===== src/rtl/alu_pkg.sv =====
`default_nettype none
// ============================================================================
//  Module      : alu_pkg
//  Description : Shared ALU function codes, operation class decode and the
//                arbiter FSM state type for ALU front-end blocks.
//  Revision    : 1.0 - initial release
// ============================================================================
package alu_pkg;

  // ALU_TOP function codes
  localparam logic [3:0] FUN_ADD    = 4'h0;
  localparam logic [3:0] FUN_SUB    = 4'h1;
  localparam logic [3:0] FUN_MUL    = 4'h2;
  localparam logic [3:0] FUN_DIV    = 4'h3;
  localparam logic [3:0] FUN_AND    = 4'h4;
  localparam logic [3:0] FUN_OR     = 4'h5;
  localparam logic [3:0] FUN_NAND   = 4'h6;
  localparam logic [3:0] FUN_NOR    = 4'h7;
  localparam logic [3:0] FUN_NOP    = 4'h8;
  localparam logic [3:0] FUN_CMP_EQ = 4'h9;
  localparam logic [3:0] FUN_CMP_GT = 4'hA;
  localparam logic [3:0] FUN_CMP_LT = 4'hB;
  localparam logic [3:0] FUN_SHR_A  = 4'hC;
  localparam logic [3:0] FUN_SHL_A  = 4'hD;
  localparam logic [3:0] FUN_SHR_B  = 4'hE;
  localparam logic [3:0] FUN_SHL_B  = 4'hF;

  // Latency counter width; covers LATENCY values 1..7
  localparam int CNT_W = 3;

  // Operation class of a function code
  typedef enum logic [2:0] {
    CLS_ARITH = 3'd0,
    CLS_LOGIC = 3'd1,
    CLS_NOP   = 3'd2,
    CLS_CMP   = 3'd3,
    CLS_SHIFT = 3'd4
  } fun_class_e;

  // Arbiter FSM states
  typedef enum logic [1:0] {
    ST_IDLE = 2'd0,
    ST_WAIT = 2'd1,
    ST_RESP = 2'd2
  } arb_state_e;

  // Map a 4-bit function code onto its output class
  function automatic fun_class_e fun_class(input logic [3:0] fun);
    fun_class_e cls;
    if (fun < 4'h4) begin
      cls = CLS_ARITH;
    end else if (fun < 4'h8) begin
      cls = CLS_LOGIC;
    end else if (fun == FUN_NOP) begin
      cls = CLS_NOP;
    end else if (fun < 4'hC) begin
      cls = CLS_CMP;
    end else begin
      cls = CLS_SHIFT;
    end
    return cls;
  endfunction

endpackage
`default_nettype wire


===== src/rtl/alu_result_mux.sv =====
`default_nettype none
// ============================================================================
//  Module      : alu_result_mux
//  Description : Combinational merge of the class-specific ALU_TOP outputs
//                and flags into one 2*WIDTH result word plus carry and flag.
//  Revision    : 1.0 - initial release
// ============================================================================
module alu_result_mux
  import alu_pkg::*;
#(
  parameter int WIDTH = 16
) (
  input  logic [3:0]         fun,
  input  logic [2*WIDTH-1:0] arith_res,
  input  logic [WIDTH-1:0]   logic_res,
  input  logic [WIDTH-1:0]   cmp_res,
  input  logic [WIDTH:0]     shift_res,
  input  logic               carry_in,
  input  logic               aflag,
  input  logic               lflag,
  input  logic               cflag,
  input  logic               sflag,
  output logic [2*WIDTH-1:0] result,
  output logic               carry_out,
  output logic               flag
);

  // Select the output class of the executed function; carry only for arith
  always_comb begin
    result    = '0;
    carry_out = 1'b0;
    flag      = 1'b0;
    case (fun_class(fun))
      CLS_ARITH: begin
        result    = arith_res;
        carry_out = carry_in;
        flag      = aflag;
      end
      CLS_LOGIC: begin
        result = {{WIDTH{1'b0}}, logic_res};
        flag   = lflag;
      end
      CLS_CMP: begin
        result = {{WIDTH{1'b0}}, cmp_res};
        flag   = cflag;
      end
      CLS_SHIFT: begin
        result = {{(WIDTH-1){1'b0}}, shift_res};
        flag   = sflag;
      end
      default: begin
        result    = '0;
        carry_out = 1'b0;
        flag      = 1'b0;
      end
    endcase
  end

endmodule
`default_nettype wire


===== src/rtl/alu_arbiter.sv =====
`default_nettype none
// ============================================================================
//  Module      : alu_arbiter
//  Description : Round-robin sharing of one external ALU_TOP between two
//                valid/ready requesters, one operation in flight at a time.
//                Operands are registered at accept, the ALU latency is timed
//                with a down-counter and the merged result is held until the
//                granted requester consumes it.
//  Revision    : 1.0 - initial release
// ============================================================================
module alu_arbiter
  import alu_pkg::*;
#(
  parameter int WIDTH   = 16,
  parameter int LATENCY = 1
) (
  input  logic                 CLK,
  input  logic                 RST,
  // request side
  input  logic [1:0]           req_valid,
  output logic [1:0]           req_ready,
  input  logic [2*WIDTH-1:0]   req_a,
  input  logic [2*WIDTH-1:0]   req_b,
  input  logic [7:0]           req_fun,
  // response side
  output logic [1:0]           rsp_valid,
  input  logic [1:0]           rsp_ready,
  output logic [2*WIDTH-1:0]   rsp_result,
  output logic                 rsp_carry,
  output logic                 rsp_flag,
  output logic                 busy,
  // ALU_TOP interface
  output logic                 ALU_RSTN,
  output logic [WIDTH-1:0]     ALU_A,
  output logic [WIDTH-1:0]     ALU_B,
  output logic [3:0]           ALU_FUN,
  input  logic [2*WIDTH-1:0]   ALU_ARITH,
  input  logic [WIDTH-1:0]     ALU_LOGIC,
  input  logic [WIDTH-1:0]     ALU_CMP,
  input  logic [WIDTH:0]       ALU_SHIFT,
  input  logic                 ALU_CARRY,
  input  logic                 ALU_AFLAG,
  input  logic                 ALU_LFLAG,
  input  logic                 ALU_CFLAG,
  input  logic                 ALU_SFLAG
);

  arb_state_e         r_state;
  arb_state_e         w_next_state;
  logic               r_ptr;        // round-robin pointer: favoured requester
  logic               r_gnt;        // requester owning the in-flight operation
  logic [CNT_W-1:0]   r_cnt;        // remaining ALU latency cycles
  logic               w_grant;
  logic               w_accept;
  logic               w_wait_done;
  logic               w_rsp_hs;
  logic [2*WIDTH-1:0] w_mux_result;
  logic               w_mux_carry;
  logic               w_mux_flag;

  // ALU_TOP has an active-low reset
  assign ALU_RSTN = ~RST;

  // Pointer requester wins when valid; otherwise the other one if valid.
  // With no valid request the grant rests on the pointer.
  assign w_grant = req_valid[r_ptr]  ? r_ptr  :
                   req_valid[~r_ptr] ? ~r_ptr : r_ptr;

  assign w_accept    = (r_state == ST_IDLE) && req_valid[w_grant];
  assign w_wait_done = (r_state == ST_WAIT) && (r_cnt == '0);
  assign w_rsp_hs    = (r_state == ST_RESP) && rsp_ready[r_gnt];

  // Merge the ALU outputs according to the function currently driven
  alu_result_mux #(
    .WIDTH (WIDTH)
  ) u_result_mux (
    .fun       (ALU_FUN),
    .arith_res (ALU_ARITH),
    .logic_res (ALU_LOGIC),
    .cmp_res   (ALU_CMP),
    .shift_res (ALU_SHIFT),
    .carry_in  (ALU_CARRY),
    .aflag     (ALU_AFLAG),
    .lflag     (ALU_LFLAG),
    .cflag     (ALU_CFLAG),
    .sflag     (ALU_SFLAG),
    .result    (w_mux_result),
    .carry_out (w_mux_carry),
    .flag      (w_mux_flag)
  );

  // FSM state register
  always_ff @(posedge CLK) begin
    if (RST) begin
      r_state <= ST_IDLE;
    end else begin
      r_state <= w_next_state;
    end
  end

  // FSM next-state logic: accept -> wait out latency -> hold response
  always_comb begin
    w_next_state = r_state;
    case (r_state)
      ST_IDLE: if (w_accept)    w_next_state = ST_WAIT;
      ST_WAIT: if (w_wait_done) w_next_state = ST_RESP;
      ST_RESP: if (w_rsp_hs)    w_next_state = ST_IDLE;
      default:                  w_next_state = ST_IDLE;
    endcase
  end

  // FSM outputs: ready only for the grant in IDLE, valid only for owner in RESP
  always_comb begin
    req_ready = 2'b00;
    rsp_valid = 2'b00;
    busy      = (r_state != ST_IDLE);
    case (r_state)
      ST_IDLE: req_ready[w_grant] = 1'b1;
      ST_RESP: rsp_valid[r_gnt]   = 1'b1;
      default: begin
        req_ready = 2'b00;
        rsp_valid = 2'b00;
      end
    endcase
  end

  // Datapath: operand capture, latency count, result capture, pointer update
  always_ff @(posedge CLK) begin
    if (RST) begin
      ALU_A      <= '0;
      ALU_B      <= '0;
      ALU_FUN    <= FUN_NOP;
      r_ptr      <= 1'b0;
      r_gnt      <= 1'b0;
      r_cnt      <= '0;
      rsp_result <= '0;
      rsp_carry  <= 1'b0;
      rsp_flag   <= 1'b0;
    end else begin
      case (r_state)
        ST_IDLE: begin
          if (w_accept) begin
            ALU_A   <= w_grant ? req_a[2*WIDTH-1:WIDTH] : req_a[WIDTH-1:0];
            ALU_B   <= w_grant ? req_b[2*WIDTH-1:WIDTH] : req_b[WIDTH-1:0];
            ALU_FUN <= w_grant ? req_fun[7:4]           : req_fun[3:0];
            r_gnt   <= w_grant;
            r_cnt   <= CNT_W'(LATENCY);
          end else begin
            ALU_FUN <= FUN_NOP;
          end
        end
        ST_WAIT: begin
          if (r_cnt == '0) begin
            rsp_result <= w_mux_result;
            rsp_carry  <= w_mux_carry;
            rsp_flag   <= w_mux_flag;
          end else begin
            r_cnt <= r_cnt - 1'b1;
          end
        end
        ST_RESP: begin
          if (w_rsp_hs) begin
            r_ptr   <= ~r_gnt;
            ALU_FUN <= FUN_NOP;
          end
        end
        default: begin
          ALU_FUN <= FUN_NOP;
        end
      endcase
    end
  end

endmodule
`default_nettype wire

===== config.mk =====
export PLATFORM = sky130hd
export DESIGN_NAME = alu_arbiter
export DESIGN_NICKNAME = d
export VERILOG_FILES = /design/src/rtl/alu_pkg.sv /design/src/rtl/alu_result_mux.sv /design/src/rtl/alu_arbiter.sv
export SDC_FILE = /design/constraint.sdc
export NUM_CORES = 1
export LEC_CHECK = 0
export CELL_PAD_IN_SITES_DETAIL_PLACEMENT = 0
export CELL_PAD_IN_SITES_GLOBAL_PLACEMENT = 1
export CORE_MARGIN = 4
export CORE_UTILIZATION = 28
export CTS_CLUSTER_SIZE = 40
export DETAILED_ROUTE_END_ITERATION = 7
export PLACE_DENSITY = 0.9
export RECOVER_POWER = 100
export SYNTH_ARGS = -nofsm -noshare
export SYNTH_HDL_FRONTEND = slang
export SYNTH_SLANG_ARGS = --single-unit
export TNS_END_PERCENT = 100

===== constraint.sdc =====
create_clock -name CLK -period 2.15 [get_ports CLK]
set_clock_uncertainty 0.2 [all_clocks]
set_input_delay 0.43 -clock CLK [delete_from_list [all_inputs] [get_ports CLK]]
set_output_delay 0.43 -clock CLK [all_outputs]
set_load 0.02 [all_outputs]

==> reports/results.tsv <==
stage	metric	value	unit
yosys	Mapped Cells	500	
sta	Slew headroom	36.9	%
yosys	async set-or-reset flop fraction in the synthesized netlist	0	%
grt	vias in the first global route	4989	
placement	gpl congestion	0.810	
pwr	Comb pwr share	40.7	%
route	DRT iter0 DRCs	376	
placement	port bufs	239	
worst_setup_path	slowest stage delay, CP	0.40	ns
pwr	Clock Power Share	27.0	%
pwr	Power Density	728	nW/um^2
route	per-cell routed wire length	18.3	um
yosys	syn nets	666	
worst_setup_path	Max Fanout on Critical Path	35	
worst_setup_path	WP data required	2.17	ns
route	Vias/cell	5.38	
sta	Hold Fails Final Rpt	0	
floorplan	die height	134	um
sta	Setup-failing EPs final	0	
floorplan	Die W	134	um
layout	Layout Cells excl Fill	928	
yosys	library cells used by synthesis	48	
pwr	P_sw	1.93	mW
yosys	Seq/Total Area, Yosys	34.5	%
worst_setup_path	Worst Path Arrival	2.10	ns
worst_setup_path	startpoint class of the critical path	primary input	
yosys	Post-Syn Area	4470	sq um
worst_setup_path	CP max-delay cell	dlygate4sd2_1	
grt	global route total overflow	0	
grt	initial antenna violation count	0	
route	Total Wirelength	17000	um
floorplan	core footprint	15400	sq um
status	status	finished clean	
layout	Ant. Diodes	0	
sta	fin. max-slew vios	0	
floorplan	initial core utilization	29.0	%
sta	Tcrit/Tclk final	96.9	%
clock_network	worst-skew pair later-pin latency	0.33	ns
yosys	Mean Syn Cell Area	8.95	sq um
pwr	Pint	3.41	mW
worst_hold_path	worst hold path class	register to register	
grt	first-pass GRT wire length	26700	um
placement	Placed Area	7070	sq um
route	DRC	0	
grt	largest net degree at the start of global routing	63	
clock_network	clk sinks	77	
sta	Worst-Margin Slew	0.942	ns
floorplan	I/O pin count	240	
placement	dpl hpwl	12400	um
layout	nets	878	
clock_network	clk slew on worst S/H paths	0.06	ns
layout	design area	7340	sq um
route	Routed Antenna Nets	0	
layout	layout cells sized above 1	8.79	%
yosys	number of synthesized flops with an enable pin	0	
yosys	Synthesis Warnings	0	
layout	synth-to-layout area growth	64.1	%
clock_network	CTS tree	yes	
route	Pre-Repair DR Iteration Count	5	
placement	Placed Cells	911	
pwr	Peak VDD IR	0.339	mV
run	Max Cap Violations	0	
clock_network	cts bufs inserted	9	
yosys	Synth Flop Type	dfxtp_1	
sta	RSZ-0062 raised after global routing	false	
clock_network	Bufs on Longest Clock Path	2	
sta	post-layout min period	2.08	ns
route	Vias	4992	
sta	Achievable Freq	480	MHz
pwr	Flop pwr share	32.3	%
floorplan	row count	45	
floorplan	full die area	18100	sq um
yosys	FF+latch count, synth	77	
worst_setup_path	Crit. End Element	register	
worst_setup_path	CP cell instances	dlygate4sd2_1, buf_8, or2_1, buf_4, a21oi_2, buf_12, a221o_1	
clock_network	H-tree depth	3	
layout	final core utilization	47.6	%
pwr	Switching Fraction	36.2	%
worst_setup_path	WS Path Type	primary input to register	
grt	Total Routing Usage GR	18.2	%
clock_network	root buf cell	clkbuf_16	
pwr	Leak	2.91	nW
synthesized netlist by cell type (7+ instances only):
cell	count	area, sq um
nand2b_1	35	219
nor2_1	7	26.3
a21oi_1	19	95.1
a221o_1	32	320
nand2_1	35	131
clkbuf_1	35	131
a311oi_1	18	158
a21o_1	17	128
a2111oi_0	31	272
and4_1	32	280
o32ai_1	17	149
buf_2	24	120
mux2i_1	18	180
nor2b_1	22	138
nand3_1	17	85.1
inv_1	11	41.3
dfxtp_1	77	1540
critical path, delay by kind of cell:
family          cells  cell delay [ns]
buf+inv             4             1.00
compound gates      2             0.42
simple gates        1             0.22
power by group through the flow:
stage	Combinational (mW)	Clock (mW)	Sequential, mW
2_1_floorplan	1.12	0	1.90
3_3_place_gp	2.21	0	1.76
3_5_place_dp	2.27	0	1.76
4_1_cts	2.26	1.48	1.73
5_1_grt	2.35	1.52	1.75
6_report	2.18	1.44	1.73
layout make-up:
| class | instances | area [sq um] |
|---|---|---|
| clock buffer | 10 | 239 |
| clock inverter | 6 | 47.5 |
| fill | 1481 | 8090 |
| inverter | 13 | 48.8 |
| multi-input combinational | 346 | 2600 |
| sequential | 77 | 1540 |
| tap | 211 | 264 |
| timing repair buffer | 265 | 2600 |
logic make-up (layout without fill, tap and decap cells):
| logic type | count (synthesis) | count (layout) | share of synthesized area (%) |
|---|---|---|---|
| buffers and inverters | 77 | 294 | 7.72 |
| DFF | 77 | 77 | 34.5 |
| and+or+nand+nor | 165 | 165 | 22.9 |
| muxes | 19 | 19 | 4.28 |
| adders and majority gates | 2 | 2 | 0.559 |
| AOI/OAI and AO/OA | 160 | 160 | 30.1 |
final timing paths:
kind / slack (ns) / start / endpoint / cells past startpoint
max: 0.07 / req_valid[1] / ALU_B[15] / 7
min: 0.25 / rsp_result[30] / rsp_result[30] / 2
max reg2reg: 0.22 / r_state[0] / ALU_B[15] / 5
min reg2reg: 0.25 / rsp_result[30] / rsp_result[30] / 2
per-stage QoR:
step	total power, mW	setup TNS [ns]	setup WS (ns)	hold slack [ns]
after detailed placement	4.02	-16.85	-0.488	0.248
after global routing	5.62	0	0.00707	0.271
final	5.34	0	0.0674	0.251
after floorplan	3.03	0	0.122	0.253
after global placement	3.97	-14.47	-0.445	0.240
after CTS	5.47	0	0.0186	0.257
cell usage in the layout (no fill, tap or decap), types with 19 or more instances in the layout:
cell type	count
and4_1	32
nand2_1	35
clkdlybuf4s50_1	162
dlygate4sd3_1	68
a21oi_1	19
nor2b_1	21
buf_4	20
dfxtp_1	76
a221o_1	32
a2111oi_0	30
nand2b_1	34
sequential cells by signal, summed over array words and instances, names as in the netlist:
signal and flops:
ALU_A 16, ALU_FUN 4, rsp_carry 1, ALU_B 16, r_ptr 1, rsp_flag 1
r_cnt 3, r_gnt 1, rsp_result 32, r_state 2
repair_timing:
| item | in CTS | in global routing |
|---|---|---|
| hold endpoints to repair | 0 | 0 |
| hold buffers | 0 | 0 |
| gates resized for setup | 16 | 8 |
| endpoints found under the setup margin | 37 | 32 |
| buffers inserted | 0 | 1 |
layer usage:
| metal | share of wire [%] | GRT usage (%) | vias to the layer above |
|---|---|---|---|
| met5 | 0 | 0 | - |
| met4 | 1.4 | 5.83 | 0 |
| met3 | 8.9 | 5.10 | 19 |
| met2 | 48 | 30.4 | 242 |
| met1 | 42 | 22.5 | 2347 |
| li1 | - | - | 2384 |
(Power assumes the default switching activity.)
